File: src/rtl/gray_share_arbiter_pkg.sv
// Shared definitions for the Gray translator arbiter: response FSM states,
// width helper and the binary-to-Gray conversion.
package gray_share_arbiter_pkg;

    typedef enum logic {
        EMPTY = 1'b0,
        FULL  = 1'b1
    } rsp_state_t;

    // Width needed to index n items, never less than one bit.
    function automatic int unsigned clog2_min1(input int unsigned n);
        int unsigned w;
        w = 1;
        while ((32'd1 << w) < n) w++;
        return w;
    endfunction

    // Binary to Gray; the zero-extended MSB keeps out[msb] = in[msb] for any width.
    function automatic logic [31:0] gray32(input logic [31:0] bin);
        return bin ^ (bin >> 1);
    endfunction

endpackage

File: src/rtl/rr_arbiter.sv
// Round-robin arbiter: searches from i_last+1 upward with wrap and grants
// the first active request. The index is valid even when i_en is low.
module rr_arbiter #(
    parameter int unsigned N  = 4,
    parameter int unsigned IW = 2
)(
    input  logic [N-1:0]  i_req,
    input  logic [IW-1:0] i_last,
    input  logic          i_en,
    output logic [N-1:0]  o_grant,
    output logic [IW-1:0] o_idx
);

    logic          w_found;
    logic [IW-1:0] w_cand;

    // Rotating priority search, first valid requester after the last grant wins.
    always_comb begin
        o_grant = '0;
        o_idx   = '0;
        w_found = 1'b0;
        w_cand  = '0;
        for (int unsigned off = 1; off <= N; off++) begin
            w_cand = IW'((32'(i_last) + off) % N);
            if (!w_found && i_req[w_cand]) begin
                w_found = 1'b1;
                o_idx   = w_cand;
            end
        end
        if (w_found && i_en) o_grant[o_idx] = 1'b1;
    end

endmodule

File: src/rtl/gray_share_arbiter.sv
// One Gray translator shared between NUM_REQ requesters. A round-robin
// arbiter picks a request whenever the response register can take it; the
// converted vector and requester ID are held until the consumer accepts.
module gray_share_arbiter
    import gray_share_arbiter_pkg::*;
#(
    parameter  int unsigned SIZE    = 4,
    parameter  int unsigned NUM_REQ = 4,
    localparam int unsigned IDX_W   = clog2_min1(NUM_REQ)
)(
    input  logic                    i_CLK,
    input  logic                    i_RST_N,
    input  logic [NUM_REQ-1:0]      i_REQ_VALID,
    output logic [NUM_REQ-1:0]      o_REQ_READY,
    input  logic [NUM_REQ*SIZE-1:0] i_REQ_DATA,
    output logic                    o_RSP_VALID,
    input  logic                    i_RSP_READY,
    output logic [SIZE-1:0]         o_RSP_GRAY,
    output logic [IDX_W-1:0]        o_RSP_ID
);

    rsp_state_t         r_state;
    rsp_state_t         w_state_nxt;
    logic [IDX_W-1:0]   r_last;
    logic [IDX_W-1:0]   r_id;
    logic [SIZE-1:0]    r_gray;
    logic               w_free;
    logic               w_en;
    logic               w_xfer;
    logic [NUM_REQ-1:0] w_grant;
    logic [IDX_W-1:0]   w_idx;
    logic [SIZE-1:0]    w_sel;

    // Slot frees up when empty or when the held result drains this cycle;
    // reset also gates the combinational ready.
    assign w_free = (r_state == EMPTY) || i_RSP_READY;
    assign w_en   = w_free & i_RST_N;

    rr_arbiter #(
        .N  (NUM_REQ),
        .IW (IDX_W)
    ) u_arb (
        .i_req   (i_REQ_VALID),
        .i_last  (r_last),
        .i_en    (w_en),
        .o_grant (w_grant),
        .o_idx   (w_idx)
    );

    assign o_REQ_READY = w_grant;
    assign w_xfer      = |(w_grant & i_REQ_VALID);
    assign w_sel       = i_REQ_DATA[32'(w_idx)*SIZE +: SIZE];

    assign o_RSP_VALID = (r_state == FULL);
    assign o_RSP_GRAY  = r_gray;
    assign o_RSP_ID    = r_id;

    // Response FSM state register.
    always_ff @(posedge i_CLK or negedge i_RST_N) begin
        if (!i_RST_N) r_state <= EMPTY;
        else          r_state <= w_state_nxt;
    end

    // Next state: a transfer fills the slot, a drain without refill empties it.
    always_comb begin
        w_state_nxt = r_state;
        if (w_xfer)                                 w_state_nxt = FULL;
        else if ((r_state == FULL) && i_RSP_READY)  w_state_nxt = EMPTY;
    end

    // Result register and arbitration pointer, updated only on a transfer.
    always_ff @(posedge i_CLK or negedge i_RST_N) begin
        if (!i_RST_N) begin
            r_last <= IDX_W'(NUM_REQ - 1);
            r_id   <= '0;
            r_gray <= '0;
        end else if (w_xfer) begin
            r_last <= w_idx;
            r_id   <= w_idx;
            r_gray <= SIZE'(gray32(32'(w_sel)));
        end
    end

endmodule

File: config.mk
export PLATFORM = sky130hd
export DESIGN_NAME = gray_share_arbiter
export DESIGN_NICKNAME = d
export VERILOG_FILES = /design/src/rtl/gray_share_arbiter_pkg.sv /design/src/rtl/rr_arbiter.sv /design/src/rtl/gray_share_arbiter.sv
export SDC_FILE = /design/constraint.sdc
export NUM_CORES = 1
export LEC_CHECK = 0
export BUFFER_PORTS_ARGS = -buffer_cell sky130_fd_sc_hd__buf_4
export CAP_MARGIN = 0
export CORE_AREA = 2 2 46 48
export CTS_BUF_LIST = sky130_fd_sc_hd__clkbuf_4 sky130_fd_sc_hd__clkbuf_8
export CTS_CLUSTER_DIAMETER = 60
export CTS_CLUSTER_SIZE = 10
export DETAILED_ROUTE_END_ITERATION = 12
export DIE_AREA = 0 0 48 50
export PLACE_DENSITY = 0.68
export RECOVER_POWER = 50
export SLEW_MARGIN = 10
export SYNTH_ARGS = -nofsm -noshare
export SYNTH_HDL_FRONTEND = slang
export SYNTH_SLANG_ARGS = --single-unit
File: constraint.sdc
create_clock -name i_CLK -period 2.5 [get_ports i_CLK]
set_input_delay 0.5 -clock i_CLK [delete_from_list [all_inputs] [get_ports i_CLK]]
set_output_delay 0.5 -clock i_CLK [all_outputs]
set_load 0.05 [all_outputs]
Yosys cells after proc, flatten, opt, wreduce, memory -nomap -nowiden

Cells that the tools add are included.

Shift operators: 1
Muxes and demuxes: 21
Bitwise gates (word level): 4
Add/sub/neg operators: 4
$lt $le $gt $ge: 6
Reduce and logical (&&, ||, !) cells: 12

Operators by type and width:

| kind                                                                  | number |
|---|---|
| 16-bit by 5-bit indexed part select with 4-bit output                 | 1 |
| 2-bit by 3-bit < comparator with 1-bit output, second input constant  | 5 |
| 1-bit two-way mux                                                     | 11 |
| 1-bit binary-select mux with 2-bit select                             | 4 |
| 2-bit two-way mux                                                     | 4 |
| 1-bit logical AND                                                     | 6 |
| 2-bit by 1-bit adder with 2-bit output, second input constant         | 2 |
| 2-bit adder, second input constant                                    | 2 |
| 4-bit bitwise AND                                                     | 1 |
| 4-bit two-way mux                                                     | 1 |
| 4-bit OR reduction                                                    | 1 |
| 4-bit by 3-bit XOR with 4-bit output                                  | 1 |
| 1-bit zero test                                                       | 3 |
| 1-bit demux with 2-bit select                                         | 1 |
| 2-bit by 1-bit >= comparator with 1-bit output, second input constant | 1 |
| 2-bit nonzero test                                                    | 1 |
| 1-bit bitwise AND                                                     | 1 |
| 1-bit logical OR                                                      | 1 |
| 1-bit inverter                                                        | 1 |

Output and inout bits: 11
Word-level logic and storage cells: 52
Register bits: 9
Bits of input ports: 23

Longest topological paths before layout

Word-level depth: 21
Gate-level depth with buffers: 6

Modules after synthesis

From an unflattened synthesis, not the netlist that was laid out.

Cells, all modules: 53
Area, all modules: 604.3 um^2

By module, submodules not included:

| module             | instances | area each (um^2) | cells an instance |
|---|---|---|---|
| gray_share_arbiter | 1         | 481.7            | 31 |
| rr_arbiter         | 1         | 122.6            | 22 |

Worst setup path before layout

OpenSTA, ideal clock, no wires.

Path type: flip-flop to output port
Start: reg r_last[1]
End: out o_REQ_READY[1]
Stages on the path, launching flop included: 6
Data arrival time: 2.065 ns
Setup slack: -0.065 ns
Buffers on the path: 1
Cells stage by stage: dfstp_2 > nand2b_1 > a21oi_1 > o221ai_1 > buf_2 > nor2b_1

Word-level cells in the longest chain between the ends: 18
Elaborated cells between the ends (all ways): 33
Those cells by class: add/sub: 4; order compare: 2; mux: 19; reduce/logical: 8

Ends and longest elaborated chain:

| item                                                                                                                                         | RTL line                 | source |
|---|---|---|
| from (decl)                                                                                                                                  | gray_share_arbiter.sv:24 | `logic [IDX_W-1:0] r_last;` |
| from (signal assigned)                                                                                                                       | gray_share_arbiter.sv:74 | `r_last <= IDX_W'(NUM_REQ - 1);` |
| from (signal assigned)                                                                                                                       | gray_share_arbiter.sv:78 | `r_last <= w_idx;` |
| 2-bit by 1-bit adder with 2-bit output                                                                                                       | rr_arbiter.sv:24         | `w_cand = IW'((32'(i_last) + off) % N);` |
| 1-bit binary-select mux with 2-bit select                                                                                                    | rr_arbiter.sv:25         | `if (!w_found && i_req[w_cand]) begin` |
| 1-bit two-way mux (implied by the code)                                                                                                      | rr_arbiter.sv:25         |  |
| 1-bit two-way mux                                                                                                                            | rr_arbiter.sv:25         |  |
| 1-bit zero test                                                                                                                              | rr_arbiter.sv:25         |  |
| 1-bit logical AND                                                                                                                            | rr_arbiter.sv:25         |  |
| 1-bit two-way mux                                                                                                                            | rr_arbiter.sv:25         |  |
| 1-bit zero test                                                                                                                              | rr_arbiter.sv:25         |  |
| [... 2 more ...]                                                                                                                             | --                       |  |
| 1-bit zero test                                                                                                                              | rr_arbiter.sv:25         |  |
| 1-bit logical AND                                                                                                                            | rr_arbiter.sv:25         |  |
| 2-bit two-way mux                                                                                                                            | rr_arbiter.sv:25         |  |
| 2-bit by 3-bit < comparator with 1-bit output (implied by the code) / 2-bit by 1-bit >= comparator with 1-bit output (equally long branches) | rr_arbiter.sv:30         | `if (w_found && i_en) o_grant[o_idx] = 1'b1;` |
| 1-bit logical AND (implied by the code)                                                                                                      | rr_arbiter.sv:30         |  |
| 1-bit two-way mux (implied by the code)                                                                                                      | rr_arbiter.sv:30         |  |
| 1-bit demux with 2-bit select                                                                                                                | --                       |  |
| 4-bit two-way mux *                                                                                                                          | rr_arbiter.sv:30         |  |
| to (decl)                                                                                                                                    | gray_share_arbiter.sv:14 | `output logic [NUM_REQ-1:0] o_REQ_READY,` |

Every way passes the cells marked *; elsewhere a longest branch is shown, timed or not. The select of a mux whose other input is x is not followed.

Final worst setup path

Start: reg r_last[0]
End: out o_REQ_READY[0]

The elaborated chain is that of the path after synthesis.

==> summary.md <==
| Metric | Value |
|---|---|
| Fraction of layout cells with a size suffix above 1 | `0.395` |
| Global-route wire length before repair | `2.73 mm` |
| Post-synthesis cell area | `721 µm²` |
| Worst hold slack | `0.0497 ns` |
| Clock slew at reported path FFs | `0.06 ns` |
| Iter 0 DRT Violations | `7` |
| Seq/Total Area, Yosys | `0.316` |
| EDFF count, synth | `0` |
| Comb pwr share | `0.571` |
| Final Max Tran Viols | `0` |
| Vias in the first global route | `657` |
| # fillers | `198` |
| Tmin final | `2.38 ns` |
| Peak VDD IR | `0.000416 V` |
| Internal power | `0.418 mW` |
| Cts bufs inserted | `3` |
| Largest net degree at the start of global routing | `13` |
| Syn avg cell area | `8.90 µm²` |
| Synth-to-layout area growth | `45.5%` |
| P_leak | `0.510 nW` |
| CTS Root Cell | `clkbuf_4` |
| WP data required | `2.00 ns` |
| ANT nets after route | `0` |
| TritonRoute pass-1 iters | `4` |
| Worst-Skew Late Latency | `0.27 ns` |
| Final hold violation count | `0` |
| HP Class | `input pin to asynchronous set/reset pin` |
| Mapped Cells | `81` |
| Slew headroom | `0.601` |
| Setup repair after global routing missed its margin | `no` |
| Htree depth | `1` |
| Core area | `1900 µm²` |
| Status | `completed` |
| Avg WL per Cell | `12.2 µm` |
| Synth Flop Type | `dfrtp_1` |
| Sequential Area | `228 µm²` |
| Initial antenna violation count | `0` |
| DR vias/cell | `4.97` |
| Buffers on Ports | `33` |
| Initial Util | `0.379` |
| Placement Setup Slack | `0.195 ns` |
| Clk buf depth | `2` |
| Post-synth cell types | `29` |
| #FFs+latches synth | `9` |
| Die W | `48 µm` |
| Startpoint types | `register` |
| Worst setup margin | `0.117 ns` |
| Clk network pwr share | `0.146` |
| Arrival time at the worst endpoint | `1.88 ns` |
| # DRC | `0` |
| Critical Path Fanout Max | `12` |
| DRT Wirelength | `1.78 mm` |
| Vias | `725` |
| Most frequent cells in the layout | `buf_4 (30), nand2_1 (12), nor2_1 (12)` |
| CP endpoint kind | `output port` |
| Max Cap Viol | `0` |
| Crit path kind | `register to output port` |
| Post-layout nets | `143` |
| PwrDens | `740 nW/µm²` |
| Tot Pwr | `0.776 mW` |
| Setup_tns | `0 ns` |
| Area of the multi-input gates | `500 µm²` |
| Net Sw Frac | `0.462` |
| Die height | `50 µm` |
| Clk sinks | `9` |
| Post-synth ARST share | `1.00` |
| Hpwl dp | `1.41 mm` |
| Sw power | `0.358 mW` |
| CTS tree | `yes` |
| Worst clock skew | `0.00742 ns` |
| GRT Util Overall | `0.162` |
| Sequential share of power | `0.283` |
| Syn_nets | `104` |
| Die footprint | `2400 µm²` |
| Post-route cell area | `1050 µm²` |
| Syn. warnings | `0` |
| Final period utilization | `0.953` |
| Ant diodes | `0` |
| Commonest non-fill, non-tap cell in the layout | `buf_4` |
| Tightest Pin Transition | `0.601 ns` |
| Gr ovfl total | `0` |
| # setup viols final | `0` |
| Post-Place Cell Area | `1010 µm²` |
| Highest Clock Rate | `420 MHz` |
| FP Rows | `16` |
| Gp weighted congestion | `0.781` |
| IO Pins | `34` |
==> final timing paths <==
check	end	slack [ns]	cells after the start	from
setup / recovery	o_REQ_READY[0]	0.12	5	r_last[0]
min in group i_CLK	o_RSP_GRAY[0]	0.48	2	o_RSP_GRAY[0]
hold reg to reg	o_RSP_GRAY[0]	0.48	2	o_RSP_GRAY[0]
setup reg to reg	o_RSP_GRAY[2]	0.42	5	r_last[0]
hold / removal	o_RSP_ID[1]	0.05	1	i_RST_N
max in group asynchronous	r_last[0]	2.23	1	i_RST_N
==> layer usage <==
layer | vias up | GRT usage | part of all wire
met3 | 7 | 0.0733 | 0.057
met5 | - | 0 | 0
li1 | 369 | - | -
met1 | 334 | 0.200 | 0.41
met4 | 0 | 0.0541 | 0.024
met2 | 15 | 0.244 | 0.50
==> synth_stat cells (all sizes together) (2+ instances only) <==
| library cell | n | area share |
|---|---|---|
| dfrtp | 7 | 0.24 |
| a21oi | 2 | 0.014 |
| nor2 | 12 | 0.062 |
| nand2b | 5 | 0.043 |
| mux2 | 3 | 0.047 |
| o221ai | 2 | 0.024 |
| nor2b | 4 | 0.035 |
| and3 | 2 | 0.017 |
| dfstp | 2 | 0.073 |
| mux2i | 8 | 0.11 |
| nand2 | 12 | 0.062 |
| buf | 2 | 0.023 |
| xor2 | 5 | 0.061 |
==> area by class of cell <==
cell class	count	area share
clock buffer	3	0.0215
sequential	9	0.217
clock inverter	1	0.00477
inverter	1	0.00358
multi-input combinational	69	0.477
timing repair buffer	36	0.243
tap	27	0.0322
==> worst max-delay path, stage by stage (launching register included) <==
cell and delay [ns]:
dfstp_2 0.55, and3b_1 0.19, o31a_4 0.40, nand2b_4 0.17
nor2_1 0.10, buf_4 0.20
==> flip-flops by register name, summed over array words and instances (netlist names) <==
register / cells
o_RSP_GRAY: 4
o_RSP_ID: 2
o_RSP_VALID: 1
r_last: 2
==> timing repair <==
action	in CTS	in global routing
endpoints found under the setup margin	3	2
endpoints found under the hold margin	0	0
hold buffers	0	0
resized for setup	1	4
buffers inserted	0	0
==> metrics by stage <==
| step | cells | util |
|---|---|---|
| 3_5_place_dp | 142 | 0.533 |
| 3_3_place_gp | 142 | 0.533 |
| 4_1_cts | 146 | 0.548 |
| 2_1_floorplan | 81 | - |
| 5_1_grt | 146 | 0.551 |
| 6_report | 146 | 0.551 |
==> power by group through the flow <==
| stage | combinational [mW] | clock [mW] | sequential (mW) |
|---|---|---|---|
| after floorplan | 0.199 | 0 | 0.337 |
| after global placement | 0.443 | 0 | 0.222 |
| after detailed placement | 0.450 | 0 | 0.222 |
| after CTS | 0.452 | 0.118 | 0.220 |
| after global routing | 0.472 | 0.128 | 0.227 |
| final | 0.443 | 0.113 | 0.220 |
==> logic make-up (layout without fill, tap and decap cells) <==
family	after synthesis	count (layout)	share of synthesized area
AO/OA/AOI/OAI	11	11	0.146
flip-flops	9	9	0.316
multiplexers	11	11	0.158
buffers and inverters	3	41	0.0278
AND/OR/NAND/NOR	41	41	0.280
XOR/XNOR	6	6	0.0729
Power figures use the tool's default switching activity.
